$ cat src/rtl/seg_pkg.sv
// Shared segment glyph constants, PWM step count and the hex-to-segment decoder
// for the multiplexed 7-segment display driver.
package seg_pkg;

  localparam logic [6:0] SEG_0   = 7'h40;
  localparam logic [6:0] SEG_1   = 7'h79;
  localparam logic [6:0] SEG_2   = 7'h24;
  localparam logic [6:0] SEG_3   = 7'h30;
  localparam logic [6:0] SEG_4   = 7'h19;
  localparam logic [6:0] SEG_5   = 7'h12;
  localparam logic [6:0] SEG_6   = 7'h02;
  localparam logic [6:0] SEG_7   = 7'h78;
  localparam logic [6:0] SEG_8   = 7'h00;
  localparam logic [6:0] SEG_9   = 7'h10;
  localparam logic [6:0] SEG_A   = 7'h08;
  localparam logic [6:0] SEG_B   = 7'h03;
  localparam logic [6:0] SEG_C   = 7'h46;
  localparam logic [6:0] SEG_D   = 7'h21;
  localparam logic [6:0] SEG_E   = 7'h06;
  localparam logic [6:0] SEG_F   = 7'h0E;
  localparam logic [6:0] SEG_OFF = 7'h7F;

  localparam int PWM_STEPS = 16;

  // Patterns are {g,f,e,d,c,b,a}, active-low for common-anode parts.
  function automatic logic [6:0] seg_decode(input logic [3:0] nibble);
    logic [6:0] pat;
    case (nibble)
      4'h0: pat = SEG_0;
      4'h1: pat = SEG_1;
      4'h2: pat = SEG_2;
      4'h3: pat = SEG_3;
      4'h4: pat = SEG_4;
      4'h5: pat = SEG_5;
      4'h6: pat = SEG_6;
      4'h7: pat = SEG_7;
      4'h8: pat = SEG_8;
      4'h9: pat = SEG_9;
      4'hA: pat = SEG_A;
      4'hB: pat = SEG_B;
      4'hC: pat = SEG_C;
      4'hD: pat = SEG_D;
      4'hE: pat = SEG_E;
      default: pat = SEG_F;
    endcase
    return pat;
  endfunction

endpackage

$ cat src/rtl/seg_display_mux_if.sv
// Bus between score logic and the display driver; decimal-point signals exist
// only when SEG_DP_EN is defined.
interface seg_display_mux_if #(parameter int NUM_DIGITS = 4);

  logic [4*NUM_DIGITS-1:0] digits_in;
  logic                    load;
  logic                    blank_en;
  logic [3:0]              bright;
  logic                    disp_en;
  logic [6:0]              seg;
  logic [NUM_DIGITS-1:0]   an;
`ifdef SEG_DP_EN
  logic [NUM_DIGITS-1:0]   dp_in;
  logic                    dp;

  modport master (output digits_in, load, blank_en, bright, disp_en, dp_in,
                  input  seg, an, dp);
  modport slave  (input  digits_in, load, blank_en, bright, disp_en, dp_in,
                  output seg, an, dp);
`else
  modport master (output digits_in, load, blank_en, bright, disp_en,
                  input  seg, an);
  modport slave  (input  digits_in, load, blank_en, bright, disp_en,
                  output seg, an);
`endif

endinterface

$ cat src/rtl/seg_scan_timer.sv
// Slot counter and digit index for the display scan; flags slot/frame wrap and
// whether the current cycle falls in the PWM on-phase of the slot.
module seg_scan_timer
  import seg_pkg::*;
#(
  parameter int NUM_DIGITS  = 4,
  parameter int REFRESH_DIV = 100000
) (
  input  logic                          clk,
  input  logic                          reset_n,
  input  logic [3:0]                    i_bright,
  output logic [$clog2(NUM_DIGITS)-1:0] o_idx,
  output logic                          o_slot_wrap,
  output logic                          o_frame_wrap,
  output logic                          o_on_phase
);

  localparam int IDX_W = $clog2(NUM_DIGITS);
  localparam int CNT_W = $clog2(REFRESH_DIV + 1);
  localparam int STEP  = REFRESH_DIV / PWM_STEPS;

  logic [CNT_W-1:0] r_cnt;
  logic [IDX_W-1:0] r_idx;
  logic [CNT_W-1:0] w_thresh;

  // Threshold reaches REFRESH_DIV at bright=15, hence the extra counter bit.
  assign w_thresh     = CNT_W'((int'({1'b0, i_bright}) + 1) * STEP);
  assign o_on_phase   = (r_cnt < w_thresh);
  assign o_slot_wrap  = (r_cnt == CNT_W'(REFRESH_DIV - 1));
  assign o_frame_wrap = o_slot_wrap && (r_idx == IDX_W'(NUM_DIGITS - 1));
  assign o_idx        = r_idx;

  always_ff @(posedge clk or negedge reset_n) begin
    if (!reset_n) begin
      r_cnt <= '0;
      r_idx <= '0;
    end else if (o_slot_wrap) begin
      r_cnt <= '0;
      r_idx <= o_frame_wrap ? '0 : r_idx + 1'b1;
    end else begin
      r_cnt <= r_cnt + 1'b1;
    end
  end

endmodule

$ cat src/rtl/seg_display_mux.sv
// Time-multiplexed 7-segment driver with PWM brightness, leading-zero blanking
// and tear-free double buffering. Define SEG_DP_EN to add decimal points.
module seg_display_mux
  import seg_pkg::*;
#(
  parameter int NUM_DIGITS  = 4,
  parameter int REFRESH_DIV = 100000
) (
  input logic               clk,
  input logic               reset_n,
  seg_display_mux_if.slave  bus
);

  localparam int IDX_W = $clog2(NUM_DIGITS);

  logic [NUM_DIGITS-1:0][3:0] r_shadow;
  logic [NUM_DIGITS-1:0][3:0] r_disp;
  logic                       r_pend;
  logic [6:0]                 r_seg;
  logic [NUM_DIGITS-1:0]      r_an;
  logic [IDX_W-1:0]           w_idx;
  logic                       w_slot_wrap;
  logic                       w_frame_wrap;
  logic                       w_on;
  logic [NUM_DIGITS-1:0]      w_blank;
  logic                       w_lit;
`ifdef SEG_DP_EN
  logic [NUM_DIGITS-1:0]      r_dp_shadow;
  logic [NUM_DIGITS-1:0]      r_dp_disp;
  logic                       r_dp;
`endif

  seg_scan_timer #(
    .NUM_DIGITS  (NUM_DIGITS),
    .REFRESH_DIV (REFRESH_DIV)
  ) u_timer (
    .clk          (clk),
    .reset_n      (reset_n),
    .i_bright     (bus.bright),
    .o_idx        (w_idx),
    .o_slot_wrap  (w_slot_wrap),
    .o_frame_wrap (w_frame_wrap),
    .o_on_phase   (w_on)
  );

  // A boundary load overwrites shadow but keeps pending, so it shows next frame.
  always_ff @(posedge clk or negedge reset_n) begin
    if (!reset_n) begin
      r_shadow <= '0;
      r_disp   <= '0;
      r_pend   <= 1'b0;
    end else begin
      if (w_frame_wrap && r_pend) begin
        r_disp <= r_shadow;
        r_pend <= 1'b0;
      end
      if (bus.load) begin
        r_shadow <= bus.digits_in;
        r_pend   <= 1'b1;
      end
    end
  end

`ifdef SEG_DP_EN
  always_ff @(posedge clk or negedge reset_n) begin
    if (!reset_n) begin
      r_dp_shadow <= '0;
      r_dp_disp   <= '0;
    end else begin
      if (w_frame_wrap && r_pend) r_dp_disp <= r_dp_shadow;
      if (bus.load)               r_dp_shadow <= bus.dp_in;
    end
  end
`endif

  // Walk from the top digit down; once a shown digit is met, nothing below is leading.
  always_comb begin
    logic v_keep;
    v_keep  = 1'b0;
    w_blank = '0;
    for (int k = NUM_DIGITS - 1; k >= 0; k--) begin
`ifdef SEG_DP_EN
      v_keep = v_keep | (|r_disp[k]) | r_dp_disp[k] | (k == 0);
`else
      v_keep = v_keep | (|r_disp[k]) | (k == 0);
`endif
      w_blank[k] = bus.blank_en & ~v_keep;
    end
  end

  assign w_lit = bus.disp_en & w_on & ~w_blank[w_idx];

  always_ff @(posedge clk or negedge reset_n) begin
    if (!reset_n) begin
      r_seg <= SEG_OFF;
      r_an  <= '1;
    end else begin
      r_seg <= w_lit ? seg_decode(r_disp[w_idx]) : SEG_OFF;
      r_an  <= w_lit ? ~(NUM_DIGITS'(1) << w_idx) : '1;
    end
  end

`ifdef SEG_DP_EN
  always_ff @(posedge clk or negedge reset_n) begin
    if (!reset_n) r_dp <= 1'b1;
    else          r_dp <= w_lit ? ~r_dp_disp[w_idx] : 1'b1;
  end
  assign bus.dp = r_dp;
`endif

  assign bus.seg = r_seg;
  assign bus.an  = r_an;

endmodule
$ cat src/flat_wrapper.sv
// flat-port wrapper written by rule: the top's interface ports become plain ports
module seg_display_mux_flat import seg_pkg::*;
#(
  parameter int NUM_DIGITS  = 4,
  parameter int REFRESH_DIV = 100000
)
  (clk, reset_n, bus_digits_in, bus_load, bus_blank_en, bus_bright, bus_disp_en, bus_seg, bus_an);
  seg_display_mux_if #(.NUM_DIGITS(NUM_DIGITS)) bus_i ();
  input logic clk;
  input logic reset_n;
  input wire logic [$bits(bus_i.digits_in)-1:0] bus_digits_in;
  input wire logic [$bits(bus_i.load)-1:0] bus_load;
  input wire logic [$bits(bus_i.blank_en)-1:0] bus_blank_en;
  input wire logic [$bits(bus_i.bright)-1:0] bus_bright;
  input wire logic [$bits(bus_i.disp_en)-1:0] bus_disp_en;
  output wire logic [$bits(bus_i.seg)-1:0] bus_seg;
  output wire logic [$bits(bus_i.an)-1:0] bus_an;
  assign bus_i.digits_in = bus_digits_in;
  assign bus_i.load = bus_load;
  assign bus_i.blank_en = bus_blank_en;
  assign bus_i.bright = bus_bright;
  assign bus_i.disp_en = bus_disp_en;
  assign bus_seg = bus_i.seg;
  assign bus_an = bus_i.an;
  seg_display_mux #(.NUM_DIGITS(NUM_DIGITS), .REFRESH_DIV(REFRESH_DIV)) u_core (.clk(clk), .reset_n(reset_n), .bus(bus_i));
endmodule
$ cat config.mk
export PLATFORM = sky130hd
export DESIGN_NAME = seg_display_mux_flat
export DESIGN_NICKNAME = d
export VERILOG_FILES = /design/src/rtl/seg_pkg.sv /design/src/rtl/seg_display_mux_if.sv /design/src/rtl/seg_scan_timer.sv /design/src/rtl/seg_display_mux.sv /design/src/flat_wrapper.sv
export SDC_FILE = /design/constraint.sdc
export NUM_CORES = 1
export LEC_CHECK = 0
export CAP_MARGIN = 20
export CORE_MARGIN = 2
export CORE_UTILIZATION = 58
export DETAILED_ROUTE_END_ITERATION = 8
export GPL_ROUTABILITY_DRIVEN = 0
export PLACE_DENSITY = 0.8
export SLEW_MARGIN = 10
export SYNTH_ARGS = -nofsm -noshare
export SYNTH_HDL_FRONTEND = slang
export SYNTH_SLANG_ARGS = --single-unit
$ cat constraint.sdc
create_clock -name clk -period 2.75 [get_ports clk]
set_clock_uncertainty 0.1 [all_clocks]
set_input_delay 0.55 -clock clk [delete_from_list [all_inputs] [get_ports clk]]
set_output_delay 0.55 -clock clk [all_outputs]
set_load 0.03 [all_outputs]
==> out/results.md, run 1 <==
## Placement
- DP Wirelength: 6670 um
- count of buffers from port buffering: 35

## Logic synthesis
- library cell occupying the most area in the post-synthesis netlist: sky130_fd_sc_hd__dfrtp_1
- count of distinct cell types in the synthesized netlist: 47
- most used flip-flop cell after synthesis: sky130_fd_sc_hd__dfrtp_1
- fraction of post-synthesis cell area in the top cell type by area: 32.2%
- #FFs+latches synth: 63
- count of synthesis-stage warnings from yosys: 0
- main area contributors after synthesis: sky130_fd_sc_hd__dfrtp_1, sky130_fd_sc_hd__ha_1, sky130_fd_sc_hd__dfstp_2
- syn nets: 457
- asr flop ratio synth: 100%
- Synth Instances: 377
- syn avg cell area: 10.7 um2
- post-synthesis cell area: 4040 um2
- EDFF count, synth: 0
- Seq/Total Area, Yosys: 39.3%

## Power and ir drop
- power density over cell area: 484 nW/um2
- cell leakage power: 2.44 nW
- net switching power figure: 0.826 mW
- clock network power share: 26.4%
- combinational power share: 36.4%
- maximum resistive drop on vdd: 334 uV
- Sw Share: 31.5%
- sequential power share: 37.2%
- cell internal power dissipation: 1.80 mW

## GRT
- number of antenna violations at the first check in global routing: 0
- total global routing overflow: 0
- vias in the first global route: 3,298
- pin count of the biggest net entering global routing: 31
- global-route wire length before repair: 15,300 um
- GR Util All Layers: 26.1%

## Detailed routing
- antenna viol nets, final: 0
- count of vias placed by the detailed router: 3,212
- First DRT Iteration DRCs: 136
- DR vias/cell: 5.82
- wire length per cell after detailed routing: 18.0 um
- final routed wirelength across all metal layers: 9940 um
- total DRC errors in the routed layout: 0
- total iterations of the first detailed-routing run: 5

## Setup path
- CP required: 2910 ps
- startpoint kind of the worst setup timing path: primary input
- maximum fanout along the worst path: 7
- worst reg2reg setup slack: 550 ps
- crit path capture type: flop
- number of cells traversed by the worst register-to-register path: 6
- reg-to-reg critical path startpoint: u_core.u_timer.o_idx[0]
- end of the worst register-to-register path: u_core.bus.seg[0]
- WP data arrival: 4520 ps
- worst setup path category: in -> reg

## Clock network
- count of hold-fix buffers inserted at cts: 0
- Worst-Skew Late Latency: 340 ps
- clock net sink count: 63
- cts bufs inserted: 9
- CTS tree: built
- level count of the clock H-tree: 3
- clock slew at reported path FFs: 70 ps
- Clock Root Buffer: sky130_fd_sc_hd__clkbuf_8
- largest buffer count on any clock path: 2

## Timing
- Min Clock Period, post-route: 4360 ps
- share of the clock period used by the worst path after layout: 159%
- setup repair after global routing missed its margin: yes
- fmax: 0.229 GHz
- final hold violation count: 0
- Worst slew margin: 49.5%
- setup slack of the critical path after layout: -1610 ps
- post-route setup TNS: -17,340 ps
- Setup-failing EPs final: 11
- transition time of the tightest slew-check pin: 755 ps
- number of pins exceeding their max-slew limit in the final report: 0

## Run
- Maximum Capacitance Violations: 0

## Floorplan
- chip width: 87.5 um
- Boundary Pins: 36
- total number of placement rows: 30
- area enclosed by the die boundary: 7650 um2
- DIE HEIGHT: 87.5 um
- effective utilization at floorplan: 59.8%
- core area: 6760 um2

## Min path
- Hold Crit Class: in -> async

## Finish
- growth of design area from synthesis to finish: 34.0%
- fraction of layout instances using a drive strength above 1: 34.1%
- Post-layout nets: 547
- Layout Utilization: 80.2%
- commonest non-fill, non-tap cells in the layout: sky130_fd_sc_hd__dfrtp_1, sky130_fd_sc_hd__buf_4, sky130_fd_sc_hd__ha_1
- number of antenna repair diodes: 0
- commonest non-fill, non-tap cell in the layout: sky130_fd_sc_hd__dfrtp_1

## Outcome
- status: complete, but fails checks
- violated checks: negative setup slack

per-stage QoR:
stage	hold WS, ps	setup slack, ps	cells	power [mW]	cell area [um2]
after floorplan	154	-1570	377	1.40	4130
after global placement	351	-2630	524	1.66	4840
after detailed placement	373	-2790	524	1.69	4840
after CTS	83.0	-1420	547	2.50	5280
after global routing	103	-1710	552	2.74	5420
final	82.7	-1610	552	2.62	5420
repair_timing:
action / CTS / global route
setup buffers: 7 / 5
resized for setup: 50 / 24
pin swaps: 24 / 15
endpoints found under the setup margin: 11 / 11
flip-flops by register name, summed over array words and instances, names as in the netlist:
signal                cells
u_core.bus.an             4
u_core.bus.seg            7
u_core.r_disp            16
u_core.r_pend             1
u_core.r_shadow          16
u_core.u_timer.o_idx      2
u_core.u_timer.r_cnt     17
critical path: stages:
cell and delay [ps]:
sky130_fd_sc_hd__buf_8 110, sky130_fd_sc_hd__ha_4 170, sky130_fd_sc_hd__xnor2_4 170, sky130_fd_sc_hd__inv_2 70, sky130_fd_sc_hd__ha_4 250, sky130_fd_sc_hd__ha_4 260
sky130_fd_sc_hd__inv_2 40, sky130_fd_sc_hd__fa_1 490, sky130_fd_sc_hd__inv_2 50, sky130_fd_sc_hd__ha_4 220, sky130_fd_sc_hd__nor2b_2 160, sky130_fd_sc_hd__o21ai_2 210
sky130_fd_sc_hd__a21boi_2 120, sky130_fd_sc_hd__buf_4 150, sky130_fd_sc_hd__o311ai_4 270, sky130_fd_sc_hd__ha_4 260, sky130_fd_sc_hd__a21oi_1 150, sky130_fd_sc_hd__o2111ai_1 140
sky130_fd_sc_hd__a21o_1 210, sky130_fd_sc_hd__nor3b_4 220, sky130_fd_sc_hd__buf_6 150, sky130_fd_sc_hd__o211ai_1 90
synthesized netlist by cell type (2+ instances only):
cell type	n
sky130_fd_sc_hd__and2_1	3
sky130_fd_sc_hd__xnor2_1	12
sky130_fd_sc_hd__nor2_1	23
sky130_fd_sc_hd__buf_2	2
sky130_fd_sc_hd__fa_1	4
sky130_fd_sc_hd__o21a_1	4
sky130_fd_sc_hd__inv_1	33
sky130_fd_sc_hd__and3_1	3
sky130_fd_sc_hd__nand2b_1	5
sky130_fd_sc_hd__mux2_1	10
sky130_fd_sc_hd__a21o_1	5
sky130_fd_sc_hd__nand2_1	26
sky130_fd_sc_hd__mux2i_1	3
sky130_fd_sc_hd__a21oi_1	14
sky130_fd_sc_hd__mux2_2	23
sky130_fd_sc_hd__nand4_1	9
sky130_fd_sc_hd__dfrtp_1	52
sky130_fd_sc_hd__nor2b_1	5
sky130_fd_sc_hd__o211ai_1	3
sky130_fd_sc_hd__nor4_1	3
sky130_fd_sc_hd__a211oi_1	3
sky130_fd_sc_hd__nand3_1	12
sky130_fd_sc_hd__mux4_2	4
sky130_fd_sc_hd__dfstp_2	11
sky130_fd_sc_hd__nor3_1	6
sky130_fd_sc_hd__ha_1	51
sky130_fd_sc_hd__o21ai_0	11
sky130_fd_sc_hd__o2111ai_1	3
sky130_fd_sc_hd__xor2_1	12
sky130_fd_sc_hd__clkbuf_1	4
sky130_fd_sc_hd__nor3b_1	2
power groups by stage:
stage               Clock (mW)  Sequential [mW]  Combinational (mW)
floorplan                    0            0.998               0.406
global placement             0            0.989               0.670
detailed placement           0            0.991               0.702
CTS                      0.700            0.974               0.826
global route             0.736            0.978                1.03
finish                   0.692            0.974               0.955
worst max-delay path by stage:
stage                              from  cells after the start                 to  slack, ps
after floorplan           bus_bright[0]                     20  u_core.bus.seg[2]      -1570
after global placement    bus_bright[0]                     21  u_core.bus.seg[2]      -2630
after detailed placement  bus_bright[0]                     22  u_core.bus.seg[6]      -2790
after CTS                 bus_bright[0]                     21  u_core.bus.seg[6]      -1420
after global routing      bus_bright[0]                     22  u_core.bus.seg[6]      -1710
final                     bus_bright[1]                     22  u_core.bus.seg[6]      -1610
layout make-up:
class	count	area, um2
multi-input cells	273	2660
flip-flops and latches	63	1590
fillers	404	1340
repair buffers	87	772
clock buffers	12	145
inverters	33	128
well taps	80	100
clock inverters	4	22.5
kinds of logic (layout without fill, tap and decap cells):
logic type                 after synthesis  after routing  synth area share, %
and+or+nand+nor                        105            105                 13.4
DFF                                     63             63                 39.3
AOI/OAI and AO/OA                       49             49                 7.83
buffers and inverters                   41            136                 4.24
adders and majority gates               55             55                 17.8
muxes                                   40             40                 12.2
xor gates and xnor gates                24             24                 5.20
routing by layer:
layer | routed length (um) | track usage, % | vias to the layer above
li1 | - | - | 1504
met1 | 4030 | 30.3 | 1568
met2 | 5100 | 46.3 | 104
met3 | 379 | 4.93 | 36
met4 | 427 | 11.6 | 0
met5 | 0 | 0 | -
Note: power is estimated with default switching activity, not from simulation.
==> inputs of run 2 (changes only) <==
- SLEW_MARGIN: 10 -> 20
==> results of run 2 <==
Final layout, timing and power as in run 1 (identical DEF).
